File: src/rtl/dma_copy.sv
// Single-channel word copy engine: reads one word from src, writes it to dst,
// repeats for len words, with alignment, timeout and abort reporting.
package bus_if_types_pkg;
  typedef enum logic {READ = 1'b0, WRITE = 1'b1} ttype;
endpackage

module dma_copy #(
  parameter int unsigned TIMEOUT = 255
) (
  input  logic                   clk,
  input  logic                   rst,
  input  logic                   start,
  input  logic                   abort,
  input  logic [31:0]            src_addr,
  input  logic [31:0]            dst_addr,
  input  logic [15:0]            len,
  output logic                   busy,
  output logic                   done,
  output logic [1:0]             err,
  output logic                   m_ss,
  output bus_if_types_pkg::ttype m_ttype,
  output logic [31:0]            m_addr,
  output logic [31:0]            m_wdata,
  input  logic [31:0]            m_rdata,
  input  logic                   m_bdone
);

  localparam int unsigned CW = (TIMEOUT < 2) ? 1 : $clog2(TIMEOUT + 1);
  localparam logic [CW-1:0] TO_LAST = CW'(TIMEOUT - 1);

  typedef enum logic [1:0] {S_IDLE, S_READ, S_WRITE, S_FIN} state_e;
  typedef enum logic [1:0] {E_OK = 2'd0, E_ALIGN = 2'd1, E_TIMEOUT = 2'd2, E_ABORT = 2'd3} err_e;

  state_e        state_q, state_d;
  err_e          err_q, err_d;
  logic [31:0]   src_q, src_d;
  logic [31:0]   dst_q, dst_d;
  logic [15:0]   rem_q, rem_d;
  logic [31:0]   data_q, data_d;
  logic [CW-1:0] cnt_q, cnt_d;
  logic          abort_q, abort_d;

  always_ff @(posedge clk) begin
    if (rst) begin
      state_q <= S_IDLE;
      err_q   <= E_OK;
      src_q   <= '0;
      dst_q   <= '0;
      rem_q   <= '0;
      data_q  <= '0;
      cnt_q   <= '0;
      abort_q <= 1'b0;
    end else begin
      state_q <= state_d;
      err_q   <= err_d;
      src_q   <= src_d;
      dst_q   <= dst_d;
      rem_q   <= rem_d;
      data_q  <= data_d;
      cnt_q   <= cnt_d;
      abort_q <= abort_d;
    end
  end

  always_comb begin
    state_d = state_q;
    err_d   = err_q;
    src_d   = src_q;
    dst_d   = dst_q;
    rem_d   = rem_q;
    data_d  = data_q;
    cnt_d   = cnt_q;
    abort_d = abort_q;
    unique case (state_q)
      S_IDLE: begin
        if (start) begin
          if (src_addr[1:0] != 2'b00 || dst_addr[1:0] != 2'b00) begin
            err_d   = E_ALIGN;
            state_d = S_FIN;
          end else if (len == 16'd0) begin
            err_d   = E_OK;
            state_d = S_FIN;
          end else begin
            src_d   = src_addr;
            dst_d   = dst_addr;
            rem_d   = len;
            err_d   = E_OK;
            abort_d = 1'b0;
            cnt_d   = '0;
            state_d = S_READ;
          end
        end
      end
      S_READ: begin
        if (abort) abort_d = 1'b1;
        if (m_bdone) begin
          data_d  = m_rdata;
          cnt_d   = '0;
          state_d = S_WRITE;
        end else if (cnt_q == TO_LAST) begin
          err_d   = E_TIMEOUT;
          state_d = S_FIN;
        end else begin
          cnt_d = cnt_q + 1'b1;
        end
      end
      S_WRITE: begin
        if (abort) abort_d = 1'b1;
        if (m_bdone) begin
          src_d = src_q + 32'd4;
          dst_d = dst_q + 32'd4;
          rem_d = rem_q - 16'd1;
          cnt_d = '0;
          // Completion outranks a pending abort; an abort sampled on this very edge still counts.
          if (rem_q == 16'd1) begin
            err_d   = E_OK;
            state_d = S_FIN;
          end else if (abort_q || abort) begin
            err_d   = E_ABORT;
            state_d = S_FIN;
          end else begin
            state_d = S_READ;
          end
        end else if (cnt_q == TO_LAST) begin
          err_d   = E_TIMEOUT;
          state_d = S_FIN;
        end else begin
          cnt_d = cnt_q + 1'b1;
        end
      end
      S_FIN: begin
        abort_d = 1'b0;
        state_d = S_IDLE;
      end
      default: state_d = S_IDLE;
    endcase
  end

  always_comb begin
    m_ss    = (state_q == S_READ) || (state_q == S_WRITE);
    m_ttype = (state_q == S_WRITE) ? bus_if_types_pkg::WRITE : bus_if_types_pkg::READ;
    m_addr  = '0;
    if (state_q == S_READ)  m_addr = src_q;
    if (state_q == S_WRITE) m_addr = dst_q;
    m_wdata = data_q;
    busy    = (state_q != S_IDLE);
    done    = (state_q == S_FIN);
    err     = err_q;
  end

endmodule

File: config.mk
export PLATFORM = sky130hd
export DESIGN_NAME = dma_copy
export DESIGN_NICKNAME = d
export VERILOG_FILES = /design/src/rtl/dma_copy.sv
export SDC_FILE = /design/constraint.sdc
export NUM_CORES = 1
export LEC_CHECK = 0
export ABC_AREA = 1
export ABC_CLOCK_PERIOD_IN_PS = 2950
export CORE_UTILIZATION = 50
export DETAILED_ROUTE_END_ITERATION = 8
export DONT_BUFFER_PORTS = 1
export PLACE_DENSITY_LB_ADDON = 0.08
export SYNTH_ARGS = -nofsm -noshare
export SYNTH_HDL_FRONTEND = slang
export SYNTH_SLANG_ARGS = --single-unit
File: constraint.sdc
create_clock -name clk -period 2.95 [get_ports clk]
set_input_delay 0.4425 -clock clk [delete_from_list [all_inputs] [get_ports clk]]
set_output_delay 0.4425 -clock clk [all_outputs]
set_load 0.03 [all_outputs]
Word level (Yosys, flattened, before mapping)

Index checks and enable logic that the tools add are counted.

Register bits: 125
Bits of input ports: 117

Eq/ne operators: 13
Reductions and logical operators: 17
Multiplexer cells: 46
Add/sub/neg operators: 4

Operators by type and width:

| operator                | number |
|---|---|
| $mux W32                | 10 |
| $pmux W32 S2            | 2 |
| $add A32 B3 Y32 const B | 2 |
| $mux W16                | 4 |
| $mux W8                 | 5 |
| $pmux W16 S2            | 1 |
| $mux W2                 | 14 |
| $eq A16 B1 Y1 const B   | 1 |
| $logic_not A16 Y1       | 1 |
| $pmux W8 S2             | 1 |
| $sub A16 B1 Y16 const B | 1 |
| $ne A2 B2 Y1 const B    | 5 |
| $reduce_and A5 Y1       | 2 |
| $reduce_bool A2 Y1      | 5 |
| $add A8 B1 Y8 const B   | 1 |
| $eq A8 B8 Y1 const B    | 1 |
| $pmux W2 S4             | 1 |
| $reduce_and A4 Y1       | 2 |
| $mux W1                 | 6 |
| $pmux W2 S3             | 1 |
| $eq A2 B2 Y1 const B    | 2 |
| $ne A4 B4 Y1 const B    | 1 |
| $logic_or A1 B1 Y1      | 3 |
| $ne A3 B3 Y1 const B    | 1 |
| 7 further kinds         | 7 |

Longest topological paths before layout

Depth after elaboration: 5
Depth in mapped cells: 13
Mapped depth without buffers: 12

Least setup slack after synthesis

OpenSTA, ideal clock, no wires.

Path kind: flip-flop to output port
Start: register state_q[0]
End: output m_addr[27]
Path slack: 0.448 ns
Stages on the path, launching flop included: 8
Arrival: 2.060 ns
Required time: 2.508 ns
Buffers on the path: 3
Cells stage by stage: dfxtp_1 -> inv_1 -> ha_1 -> buf_2 -> clkinv_1 -> clkbuf_1 -> clkbuf_1 -> o22ai_1

Cells in the longest elaborated chain, start to end: 3

RTL lines:

| item                     | line | RTL |
|---|---|---|
| start: declaration       | 34   | `state_e state_q, state_d;` |
| start signal: assignment | 54   | `state_q <= state_d;` |
| $eq A2 B1 Y1             | 143  | `if (state_q == S_READ) m_addr = src_q;` |
| $mux W32                 | 143  |  |
| $mux W32 *               | 144  | `if (state_q == S_WRITE) m_addr = dst_q;` |
| end: declaration         | 22   | `output logic [31:0] m_addr,` |

Mark *: on every way between the ends. The rest lies on a longest branch, timed or not.

Final worst setup path

Start: register state_q[0]
End: output m_addr[17]

Same word-level chain as after synthesis.

==> reports/metrics.cfg <==
[run_status]
status=finished, final reports clean

[power]
seqPwrFrac_pct=31.4
p_sw_share_pct=50.8
netSwitchingPower_mw=5.10
total_power_mw=10.0
p_clk_share_pct=20.2
p_comb_share_pct=48.4
internal-power_mw=4.95
leakage_nw=3.53
ir_drop_mv=0.591
power_density_nw_per_um2=1130

[clock_tree]
clk_path_buf_depth=2
worstSkewPairLatency_ns=0.43
numCtsBuffers=17
postCtsHoldBufs=0
numClockSinks=125
root_buffer=clkbuf_16
cts_resized=0
cts_tree=yes
clkSlewWorstSetupHoldPaths_ns=0.07
htree_num_levels=4
cts_setup_buffers=0

[logic_synthesis]
synth_warnings=0
synth_flop_cell=dfxtp_1
async_flop_share_pct=0
synth_edf_count=0
seq_area_frac_synth_pct=31.4
synthesis.nets=1508
synth_cells=1380
syn_area_um2=7980
ys_seq_elements=125
synth.avg_cell_area_um2=5.78
synthDistinctLibCells=35

[place]
io_buffers=0
dp_cells=1570
dp_hpwl_um=17400
globalplace.congestion=0.933
dpl_cell_area_um2=8320
pre_cts_slack_ns=0.550

[sta]
relSlewSlack_pct=45.9
clock_skew_ns=0.00986
finalCritPeriodShare_pct=94.3
hold_ws_ns=0.0807
setup_tns_ns=0
slew_violations=0
setup-violations-final=0
finalCriticalPeriod_ns=2.78
setup_ws_ns=0.168
tightest_slew_ns=0.811
rsz0062_at_grt=false
hold_violations=0
fmax_ghz=0.359

[worst_setup_path]
reg2reg_slack_ns=0.49
crit_required_ns=2.51
critical_path_class=reg -> out
cp-start-kind=flop
r2r_cells=11
rr_endpoint=dst_q[9]
end_kind=output pin
worstPathArrival_ns=2.34
r2r_start=state_q[0]
cp_max_fo=53

[layout]
mostFrequentLayoutCell=nand2_1
area_growth_pct=11.4
fin_cells=1602
post-route-cell-area_um2=8880
layout.nets=1506
post-route-util_pct=57.8
drive_above_1_share_pct=6.40
final_cell_mix=403 x nand2_1, 283 x nor2_1, 125 x dfxtp_1
num_antenna_cells=0

[drt]
dr.pass1.iters=5
drt_iter0_drc=660
routed_wl_um=24100
wl_per_cell_um=15.0
drc=0
viasPerCell=5.41
num_vias=8667
final_antenna_net_count=0

[die]
coreArea_um2=15400
die-area_um2=16500
dieWidth_um=128
die-height_um=128
ios=187
num_rows=45
initial_core_util_pct=51.9

[global_route]
grt_overflow=0
antenna_found_initial=0
grt_pass1_wl_um=38300
grt_pass1_vias=7564
grt_usage_pct=29.8
grt_max_degree=79

[job]
cap_viol_max_count=0

[worst_hold_path]
whs_endpoint=src_q[8]
worstHoldStart=rst
hold_class=in -> reg
min_path_cells=1

sequential cells by signal (all words and copies together) (netlist names):
signal / cells
cnt_q: 8
err: 2
rem_q: 16
src_q: 32
m_wdata: 32
state_q: 2
abort_q: 1
dst_q: 32
routing by layer:
metal | vias up | track usage (%) | wire (um)
li1 | 4443 | - | -
met1 | 3857 | 39.6 | 10700
met2 | 329 | 47.2 | 10900
met3 | 38 | 5.93 | 1890
met4 | 0 | 12.0 | 639
met5 | - | 0 | 0
cells in the mapped netlist (2+ instances only):
master    number  area share, %
a21oi_1       74            4.6
a31oi_1        5           0.39
buf_1         16           0.75
buf_2         16            1.0
buf_6          2           0.28
clkbuf_1      27            1.3
clkinv_1       2          0.094
dfxtp_1      125             31
ha_1          11            1.7
inv_1        104            4.9
inv_2          5           0.24
nand2_1      403             19
nand3_1      114            7.2
nand4_1       18            1.4
nor2_1       283             13
nor2_2         3           0.24
nor3_1        14           0.88
nor4_1         3           0.24
o211ai_1       7           0.66
o21ai_0      110            6.9
o21ai_1        4           0.25
o22ai_1       12           0.94
or2_2          2           0.16
xnor2_1        5           0.55
xor2_1         5           0.55
worst max-delay path, stage by stage (launching register included):
cell and delay, ns:
dfxtp_1 0.34, inv_1 0.15, ha_4 0.28, buf_4 0.51, nand2_1 0.20, o21ai_0 0.19
buf_4 0.23
power by group through the flow:
stage / combinational [mW] / sequential, mW / clock [mW]
detailed placement: 4.81 / 3.17 / 0
global placement: 4.76 / 3.16 / 0
floorplan: 3.78 / 2.98 / 0
finish: 4.86 / 3.15 / 2.03
CTS: 4.83 / 3.14 / 2.06
global route: 5.46 / 3.25 / 2.16
worst max path at each step:
stage / start / endpoint / slack (ns) / cells past startpoint
after detailed placement: state_q[0] / src_q[13] / 0.55 / 11
after global placement: state_q[1] / cnt_q[1] / 0.61 / 8
after floorplan: state_q[0] / m_addr[27] / 0.45 / 7
after CTS: state_q[0] / m_addr[17] / 0.20 / 6
final: state_q[0] / m_addr[17] / 0.17 / 6
after global routing: state_q[0] / m_addr[18] / 0.05 / 7
cells by family after synthesis:
kind of cell	Yosys count	share of synthesized area, %
DFF	125	31.4
adders and majority gates	11	1.73
AOI/OAI and AO/OA	217	14.3
xor gates and xnor gates	10	1.10
buffers and inverters	174	8.69
and+or+nand+nor	843	42.9
cell type report:
cell class              count  area, um2
clock buffers              17        425
clock inverters            15        140
fillers                  1579       6490
inverters                 111        418
multi-input cells        1081       4790
flip-flops and latches    125       2500
well taps                 211        264
repair buffers             42        340
(Power assumes the default switching activity.)
